File: src/rtl/move_entry_if.sv
// Move-offer and verdict channel between the move-entry controller and game logic.
interface move_entry_if;
   logic       move_valid;
   logic [5:0] move_src;
   logic [5:0] move_dst;
   logic       move_ready;
   logic       rsp_valid;
   logic       rsp_legal;

   // Controller side: offers the move and receives the verdict.
   modport master (
      output move_valid, move_src, move_dst,
      input  move_ready, rsp_valid, rsp_legal
   );

   // Game-logic side: accepts the move and returns the verdict.
   modport slave (
      input  move_valid, move_src, move_dst,
      output move_ready, rsp_valid, rsp_legal
   );
endinterface

File: src/rtl/move_entry.sv
// Player move-entry controller: moves an 8x8 cursor from button pulses,
// captures source and destination squares, offers the move to game logic
// and tracks the side to move from the returned verdict.
//
// Handshake: move_valid rises with a stable {move_src, move_dst} payload and
// stays high, payload frozen, until a rising edge sees move_ready=1; it
// drops on the following cycle. A verdict (rsp_valid/rsp_legal) is only
// honoured once the transfer has completed, i.e. in WAIT_RSP.
module move_entry #(
   parameter int WRAP     = 1,
   parameter int INIT_ROW = 7,
   parameter int INIT_COL = 4
) (
   input  logic       CLK,
   input  logic       RESET_N,
   input  logic       BtnU_pulse,
   input  logic       BtnD_pulse,
   input  logic       BtnL_pulse,
   input  logic       BtnR_pulse,
   input  logic       BtnC_pulse,
   output logic [2:0] cur_row,
   output logic [2:0] cur_col,
   output logic       src_sel,
   output logic [2:0] src_row,
   output logic [2:0] src_col,
   output logic       side_to_move,
   output logic       err_pulse,
   output logic [1:0] dbg_state,
   move_entry_if.master bus
);

   typedef enum logic [1:0] {
      SEL_SRC  = 2'd0,
      SEL_DST  = 2'd1,
      REQ      = 2'd2,
      WAIT_RSP = 2'd3
   } state_t;

   localparam logic [2:0] P_INIT_ROW = 3'(INIT_ROW);
   localparam logic [2:0] P_INIT_COL = 3'(INIT_COL);
   localparam bit         P_WRAP     = (WRAP != 0);

   state_t     r_state, w_nxt_state;
   logic [2:0] r_cur_row, r_cur_col, w_nxt_row, w_nxt_col;
   logic       r_src_sel, w_nxt_src_sel;
   logic [2:0] r_src_row, r_src_col, w_nxt_src_row, w_nxt_src_col;
   logic       r_move_valid, w_nxt_move_valid;
   logic [5:0] r_move_src, r_move_dst, w_nxt_move_src, w_nxt_move_dst;
   logic       r_side, w_nxt_side;
   logic       r_err, w_nxt_err;
   logic       w_move_en;
   logic       w_same_sq;

   assign w_move_en = (r_state == SEL_SRC) || (r_state == SEL_DST);
   // Compare against the pre-movement cursor so a same-cycle step does not affect C.
   assign w_same_sq = (r_cur_row == r_src_row) && (r_cur_col == r_src_col);

   // Next cursor position: opposing pulses cancel, edges wrap or saturate.
   always_comb begin
      w_nxt_row = r_cur_row;
      w_nxt_col = r_cur_col;
      if (w_move_en) begin
         if (BtnU_pulse && !BtnD_pulse) begin
            if (P_WRAP || (r_cur_row != 3'd0)) w_nxt_row = r_cur_row - 3'd1;
         end else if (BtnD_pulse && !BtnU_pulse) begin
            if (P_WRAP || (r_cur_row != 3'd7)) w_nxt_row = r_cur_row + 3'd1;
         end
         if (BtnL_pulse && !BtnR_pulse) begin
            if (P_WRAP || (r_cur_col != 3'd0)) w_nxt_col = r_cur_col - 3'd1;
         end else if (BtnR_pulse && !BtnL_pulse) begin
            if (P_WRAP || (r_cur_col != 3'd7)) w_nxt_col = r_cur_col + 3'd1;
         end
      end
   end

   // Next state and next values of the registered move/verdict outputs.
   always_comb begin
      w_nxt_state      = r_state;
      w_nxt_src_sel    = r_src_sel;
      w_nxt_src_row    = r_src_row;
      w_nxt_src_col    = r_src_col;
      w_nxt_move_valid = r_move_valid;
      w_nxt_move_src   = r_move_src;
      w_nxt_move_dst   = r_move_dst;
      w_nxt_side       = r_side;
      w_nxt_err        = 1'b0;
      case (r_state)
         SEL_SRC: begin
            if (BtnC_pulse) begin
               w_nxt_src_sel = 1'b1;
               w_nxt_src_row = r_cur_row;
               w_nxt_src_col = r_cur_col;
               w_nxt_state   = SEL_DST;
            end
         end
         SEL_DST: begin
            if (BtnC_pulse) begin
               if (w_same_sq) begin
                  // Re-selecting the source square cancels the selection.
                  w_nxt_src_sel = 1'b0;
                  w_nxt_state   = SEL_SRC;
               end else begin
                  w_nxt_move_src   = {r_src_row, r_src_col};
                  w_nxt_move_dst   = {r_cur_row, r_cur_col};
                  w_nxt_move_valid = 1'b1;
                  w_nxt_state      = REQ;
               end
            end
         end
         REQ: begin
            if (bus.move_ready) begin
               w_nxt_move_valid = 1'b0;
               w_nxt_state      = WAIT_RSP;
            end
         end
         WAIT_RSP: begin
            if (bus.rsp_valid) begin
               if (bus.rsp_legal) w_nxt_side = ~r_side;
               else               w_nxt_err  = 1'b1;
               w_nxt_src_sel = 1'b0;
               w_nxt_state   = SEL_SRC;
            end
         end
         default: w_nxt_state = SEL_SRC;
      endcase
   end

   // State register; reset abandons any move in flight.
   always_ff @(posedge CLK or negedge RESET_N) begin
      if (!RESET_N) r_state <= SEL_SRC;
      else          r_state <= w_nxt_state;
   end

   // Registered cursor, selection, move payload and verdict outputs.
   always_ff @(posedge CLK or negedge RESET_N) begin
      if (!RESET_N) begin
         r_cur_row    <= P_INIT_ROW;
         r_cur_col    <= P_INIT_COL;
         r_src_sel    <= 1'b0;
         r_src_row    <= 3'd0;
         r_src_col    <= 3'd0;
         r_move_valid <= 1'b0;
         r_move_src   <= 6'd0;
         r_move_dst   <= 6'd0;
         r_side       <= 1'b0;
         r_err        <= 1'b0;
      end else begin
         r_cur_row    <= w_nxt_row;
         r_cur_col    <= w_nxt_col;
         r_src_sel    <= w_nxt_src_sel;
         r_src_row    <= w_nxt_src_row;
         r_src_col    <= w_nxt_src_col;
         r_move_valid <= w_nxt_move_valid;
         r_move_src   <= w_nxt_move_src;
         r_move_dst   <= w_nxt_move_dst;
         r_side       <= w_nxt_side;
         r_err        <= w_nxt_err;
      end
   end

   assign cur_row        = r_cur_row;
   assign cur_col        = r_cur_col;
   assign src_sel        = r_src_sel;
   assign src_row        = r_src_row;
   assign src_col        = r_src_col;
   assign side_to_move   = r_side;
   assign err_pulse      = r_err;
   assign dbg_state      = r_state;
   assign bus.move_valid = r_move_valid;
   assign bus.move_src   = r_move_src;
   assign bus.move_dst   = r_move_dst;

endmodule

File: src/flat_wrapper.sv
// flat-port wrapper written by rule: the top's interface ports become plain ports
module move_entry_flat 
#(
   parameter int WRAP     = 1,
   parameter int INIT_ROW = 7,
   parameter int INIT_COL = 4
)
  (CLK, RESET_N, BtnU_pulse, BtnD_pulse, BtnL_pulse, BtnR_pulse, BtnC_pulse, cur_row, cur_col, src_sel, src_row, src_col, side_to_move, err_pulse, dbg_state, bus_move_valid, bus_move_src, bus_move_dst, bus_move_ready, bus_rsp_valid, bus_rsp_legal);
  move_entry_if bus_i ();
  input  logic CLK;
  input  logic RESET_N;
  input  logic BtnU_pulse;
  input  logic BtnD_pulse;
  input  logic BtnL_pulse;
  input  logic BtnR_pulse;
  input  logic BtnC_pulse;
  output logic [2:0] cur_row;
  output logic [2:0] cur_col;
  output logic src_sel;
  output logic [2:0] src_row;
  output logic [2:0] src_col;
  output logic side_to_move;
  output logic err_pulse;
  output logic [1:0] dbg_state;
  output wire logic [$bits(bus_i.move_valid)-1:0] bus_move_valid;
  output wire logic [$bits(bus_i.move_src)-1:0] bus_move_src;
  output wire logic [$bits(bus_i.move_dst)-1:0] bus_move_dst;
  input wire logic [$bits(bus_i.move_ready)-1:0] bus_move_ready;
  input wire logic [$bits(bus_i.rsp_valid)-1:0] bus_rsp_valid;
  input wire logic [$bits(bus_i.rsp_legal)-1:0] bus_rsp_legal;
  assign bus_move_valid = bus_i.move_valid;
  assign bus_move_src = bus_i.move_src;
  assign bus_move_dst = bus_i.move_dst;
  assign bus_i.move_ready = bus_move_ready;
  assign bus_i.rsp_valid = bus_rsp_valid;
  assign bus_i.rsp_legal = bus_rsp_legal;
  move_entry #(.WRAP(WRAP), .INIT_ROW(INIT_ROW), .INIT_COL(INIT_COL)) u_core (.CLK(CLK), .RESET_N(RESET_N), .BtnU_pulse(BtnU_pulse), .BtnD_pulse(BtnD_pulse), .BtnL_pulse(BtnL_pulse), .BtnR_pulse(BtnR_pulse), .BtnC_pulse(BtnC_pulse), .cur_row(cur_row), .cur_col(cur_col), .src_sel(src_sel), .src_row(src_row), .src_col(src_col), .side_to_move(side_to_move), .err_pulse(err_pulse), .dbg_state(dbg_state), .bus(bus_i));
endmodule
File: config.mk
export PLATFORM = sky130hd
export DESIGN_NAME = move_entry_flat
export DESIGN_NICKNAME = d
export VERILOG_FILES = /design/src/rtl/move_entry_if.sv /design/src/rtl/move_entry.sv /design/src/flat_wrapper.sv
export SDC_FILE = /design/constraint.sdc
export NUM_CORES = 1
export LEC_CHECK = 0
export CORE_ASPECT_RATIO = 0.5
export CORE_MARGIN = 3
export CORE_UTILIZATION = 45
export CTS_CLUSTER_SIZE = 25
export DETAILED_ROUTE_END_ITERATION = 16
export HOLD_SLACK_MARGIN = 0.05
export PLACE_DENSITY = 0.76
export SYNTH_ARGS = -nofsm -noshare
export SYNTH_HDL_FRONTEND = slang
export SYNTH_SLANG_ARGS = --single-unit
export TNS_END_PERCENT = 5
File: constraint.sdc
create_clock -name CLK -period 3.35 [get_ports CLK]
set_input_delay 0.8375 -clock CLK [delete_from_list [all_inputs] [get_ports CLK]]
set_output_delay 0.8375 -clock CLK [all_outputs]
set_load 0.01 [all_outputs]
==> impl_metrics.toml, run 1 <==
[place]
gp_congestion = 0.696
port_buffers = 39
dp.cells = 176
placed_cell_area_sq_um = 1830
dp_hpwl_microns = 1860
post-place-ws_ns = 0.781

[routing]
drc = 0
drt_iter0_drc = 29
ant_nets = 0
vias_per_cell = 4.72
first_pass_iters = 4
wl_microns = 2620
routedWlPerCell_microns = 14.3
via_count = 863

[worst_hold_path]
hold_start = "u_core.side_to_move"
holdCritPathClass = "flip-flop to flip-flop"

[power]
switching_power_uw = 702
pwr-share-clk_pct = 13.1
power_density_nw_per_um2 = 1060
pwr-share-seq_pct = 37.5
total_leakage_power_uw = 0.000810
switching_share_pct = 34.7
vdd_ir_drop_max_mv = 0.448
p_int_uw = 1320
pwr-share-comb_pct = 49.4

[final_layout]
areaGrowthSynthToFinish_pct = 35.8
stdcell_count = 183
final_area_sq_um = 1900
antenna_cells = 0
layout.nets = 160
drive_above_1_share_pct = 22.6

[clocking]
h-tree-depth = 2
cts_buffers = 5
clk_path_buf_depth = 2
cts_tree = "yes"
cts_sinks = 30
path_clk_slew_ns = 0.06
clock_latency_ns = 0.28
post_cts_buffers = 0
clk_root_buffer_cell = "clkbuf_8"
ctsResizeCount = 0
cts_hold_buffers = 0

[synth]
synth_edf_count = 0
synth_cells = 102
async_reset_ff_share_pct = 100
synth-seq-area-share_pct = 53.9
syn-num-nets = 116
synth_ff_type = "dfrtp_1"
synth_area_sq_um = 1400
yosysWarnings = 0
synth_seq_cells = 30
ys_types = 26
syn_area_per_cell_sq_um = 13.8

[global_route]
grt_overflow = 0
first_global_vias = 861
grt_antenna_before_repair = 0
grt_max_degree = 31
track_usage_pct = 16.0
grt_pass1_wl_microns = 4460

[sta]
rsz0062_at_grt = "false"
setup_viol = 0
fin_crit_sh_pct = 69.4
worst_pin_slew_ns = 0.567
hold_viol = 0
slew_violations = 0
maxSlewHeadroom_pct = 62.1
timing.setup.tns_ns = 0
min_period_ns = 2.33
setup_ws_ns = 1.02
max_freq_mhz = 430
clock_skew_ns = 0.00349

[setup_path]
end_kind = "primary output"
cp_slowest_cell = "clkdlybuf4s50_1"
worstReg2RegStart = "u_core.cur_row[0]"
crit_family = "buffers and inverters"
slowest_delay_ns = 0.62
startpoint_type = "flip-flop"
arrival_ns = 1.49
cp_max_fo = 12
worstPathRequired_ns = 2.51
crit_chain = "clkdlybuf4s50_1"
worst-setup-path-type = "flip-flop to primary output"
critical_path_buf_inv_count = 1

[job]
cap_violations = 0

[floorplan]
die_h_microns = 45.5
die-width_microns = 85.0
die-area_sq_um = 3860
initial_utilization_pct = 50.4
num_io_pins = 40
core_area_sq_um = 2780
num_rows = 13

[status]
outcome = "complete, no violations"
[power groups by stage]
stage	logic, uW	registers (uW)	clock network (uW)
3_3_place_gp	990	757	0
4_1_cts	1020	760	272
3_5_place_dp	1010	763	0
6_report	999	758	266
2_1_floorplan	516	793	0
5_1_grt	1080	794	293
[state kept, by name (all words and copies together), names as in the netlist, named ones only]
name,cells
u_core.src_row,3
u_core.err_pulse,1
u_core.bus.move_valid,1
u_core.side_to_move,1
u_core.cur_row,3
u_core.src_sel,1
u_core.bus.move_dst,6
u_core.bus.move_src,6
u_core.cur_col,3
u_core.dbg_state,1
u_core.src_col,3
[routing by layer]
metal / vias to the layer above / routed length (microns) / global-route usage [%]
met5: - / 0 / 0
met4: 0 / 0 / 3.79
met3: 0 / 227 / 8.30
met2: 29 / 1100 / 22.5
met1: 408 / 1290 / 21.8
li1: 426 / - / -
[final cells by class]
cell class                 count  area [sq um]
fill                         209           877
sequential                    30           756
multi-input combinational     60           594
timing repair buffer          40           398
clock buffer                   7          76.3
tap                           37          46.3
inverter                       9          33.8
[placed cells by master, fill, tap and decap left out, types with 3 or more instances in the layout]
| cell | count |
|---|---|
| clkbuf_8 | 5 |
| clkdlybuf4s50_1 | 39 |
| dfrtp_1 | 26 |
| dfstp_2 | 4 |
| inv_1 | 9 |
| mux2_2 | 10 |
| mux2_4 | 8 |
| nand2_1 | 5 |
| nor2_1 | 3 |
| xnor2_1 | 8 |
| xor2_1 | 6 |
[Yosys cell counts, types with 3 or more instances]
library cell / n / share of area (%)
inv_1: 9 / 2.4
mux2_2: 10 / 8.0
nand2_1: 5 / 1.3
dfrtp_1: 26 / 46
dfstp_2: 4 / 7.5
xnor2_1: 8 / 5.0
xor2_1: 6 / 3.7
mux2_4: 8 / 8.6
nor2_1: 3 / 0.80
[per-stage QoR]
step                power (uW)  hold slack, ns  util, %
global route              2170           0.517     68.5
global placement          1750           0.463     65.7
finish                    2020           0.475     68.5
floorplan                 1310           0.508        -
CTS                       2050           0.475     68.5
detailed placement        1780           0.464     65.7
[cell families after synthesis]
family | synth area share [%]
fa+ha+maj | 4.64
mux | 18.0
flops | 53.9
xor+xnor | 8.74
buf+inv | 3.75
simple gates | 6.42
compound gates | 4.55
[final timing paths]
check,end,slack (ns),cells past startpoint
min in group asynchronous,async pin,0.95,2
worst min register to register,u_core.side_to_move,0.47,1
max in group asynchronous,u_core.cur_col[2],2.08,2
worst max-delay path,dbg_state[1],1.02,1
worst max register to register,u_core.bus.move_src[2],1.43,4
worst min-delay path,u_core.side_to_move,0.47,1
Power figures use the tool's default switching activity.
==> run 2, diff against run 1 <==
--- a/config.mk
+++ b/config.mk
@@ -7,11 +7,11 @@
 export LEC_CHECK = 0
 export CORE_ASPECT_RATIO = 0.5
 export CORE_MARGIN = 3
-export CORE_UTILIZATION = 45
+export CORE_UTILIZATION = 42
 export CTS_CLUSTER_SIZE = 25
 export DETAILED_ROUTE_END_ITERATION = 16
 export HOLD_SLACK_MARGIN = 0.05
-export PLACE_DENSITY = 0.76
+export PLACE_DENSITY = 0.75
 export SYNTH_ARGS = -nofsm -noshare
 export SYNTH_HDL_FRONTEND = slang
 export SYNTH_SLANG_ARGS = --single-unit
==> constraint.sdc (replaced) <==
create_clock -name CLK -period 2.02 [get_ports CLK]
set_input_delay 0.505 -clock CLK [delete_from_list [all_inputs] [get_ports CLK]]
set_output_delay 0.505 -clock CLK [all_outputs]
set_load 0.01 [all_outputs]
==> impl_metrics.toml, run 2 (synthesis gave the netlist of run 1 again) <==
[setup_path]
cp_max_fo = 5
end_kind = "primary output"
crit_chain = "clkdlybuf4s50_1"
cp_slowest_cell = "dfstp_2"
worstPathRequired_ns = 1.51
startpoint_type = "flip-flop"
crit_family = "flip-flops"
worst-setup-path-type = "flip-flop to primary output"
arrival_ns = 1.43
critical_path_buf_inv_count = 1
slowest_delay_ns = 0.60

[floorplan]
initial_utilization_pct = 45.2
die-width_microns = 87.7
num_io_pins = 40
num_rows = 14
die-area_sq_um = 4110
die_h_microns = 46.9
core_area_sq_um = 3100

[job]
cap_violations = 0

[power]
vdd_ir_drop_max_mv = 0.731
power_density_nw_per_um2 = 1750
total_leakage_power_uw = 0.000848

[routing]
first_pass_iters = 3
routedWlPerCell_microns = 13.3
drc = 0
wl_microns = 2560
via_count = 887
ant_nets = 0
vias_per_cell = 4.62
drt_iter0_drc = 33

[final_layout]
final_cell_mix = "39 x clkdlybuf4s50_1, 26 x dfrtp_1, 10 x mux2_2, 9 x inv_1"
final_util_pct = 63.6
fill_cells = 243
layout.nets = 165
areaGrowthSynthToFinish_pct = 40.7
antenna_cells = 0
layout_commonest_cell = "clkdlybuf4s50_1"
drive_above_1_share_pct = 26.3

[place]
dp_hpwl_microns = 1890
gp_congestion = 0.688
port_buffers = 39
post-place-ws_ns = -0.0102

[clocking]
cts_sinks = 30
clock_latency_ns = 0.28
path_clk_slew_ns = 0.06
clk_path_buf_depth = 2
clk_root_buffer_cell = "clkbuf_8"
ctsResizeCount = 0
post_cts_buffers = 0
cts_buffers = 5
h-tree-depth = 2
cts_hold_buffers = 0
cts_tree = "yes"

[sta]
max_freq_mhz = 517
rsz0062_at_grt = "false"
setup_ws_ns = 0.0867
fin_crit_sh_pct = 95.7
worst_pin_slew_ns = 0.367
setup_viol = 0
slew_violations = 0
clock_skew_ns = 0.00890
min_period_ns = 1.93
maxSlewHeadroom_pct = 75.5
holdWs_ns = 0.468
hold_viol = 0

[global_route]
grt_overflow = 0
first_global_vias = 859
track_usage_pct = 15.1
grt_max_degree = 31
grt_antenna_before_repair = 0
grt_pass1_wl_microns = 4320

[worst_hold_path]
holdCritPathClass = "flip-flop to flip-flop"

[status]
outcome = "complete, no violations"
## run 2: cell count changes in the layout (fill, tap and decap cells not counted), sizes merged
cell    before  now
buf          1    6
clkinv       0    1
## run 2: final timing paths
check,start,end,slack [ns],cells past startpoint
worst min register to register,u_core.side_to_move,u_core.side_to_move,0.47,1
worst max-delay path,u_core.cur_col[2],cur_col[2],0.09,1
min in group asynchronous,RESET_N,u_core.dbg_state[0],0.60,2
max in group asynchronous,RESET_N,u_core.cur_row[0],1.10,2
worst min-delay path,u_core.side_to_move,u_core.side_to_move,0.47,1
worst max register to register,u_core.cur_row[0],u_core.bus.move_src[4],0.31,5
## run 2: cell type report
| cell class | instances | area [sq um] | area share [%] |
|---|---|---|---|
| Sequential cell | 30 | 756 | 38.3 |
| Inverter | 9 | 33.8 | 1.71 |
| Timing Repair Buffer | 45 | 448 | 22.7 |
| Clock inverter | 1 | 5.00 | 0.254 |
| Clock buffer | 7 | 86.3 | 4.38 |
| Multi-Input combinational cell | 60 | 594 | 30.1 |
| Tap cell | 40 | 50.0 | 2.54 |
## run 2: stage by stage
step	area (sq um)	total power, uW	instances	setup TNS, ns
after floorplan	1400	2170	102	0
after global placement	1880	2960	184	0
after detailed placement	1880	3000	184	-0.0102
after CTS	1970	3510	192	0
after global routing	1970	3720	192	0
final	1970	3460	192	0
## run 2: per-layer routing
layer	vias to the layer above	track usage (%)	wire [microns]
met1	425	20.2	1270
met5	-	0	0
li1	435	-	-
met4	0	9.17	66
met3	7	5.25	102
met2	20	21.3	1120
## run 2: report_power, final
group	internal [uW]	switching (uW)	total [uW]
Clock	274	217	491
Combinational	1060	672	1730
Sequential	941	295	1240
Total	2280	1180	3460
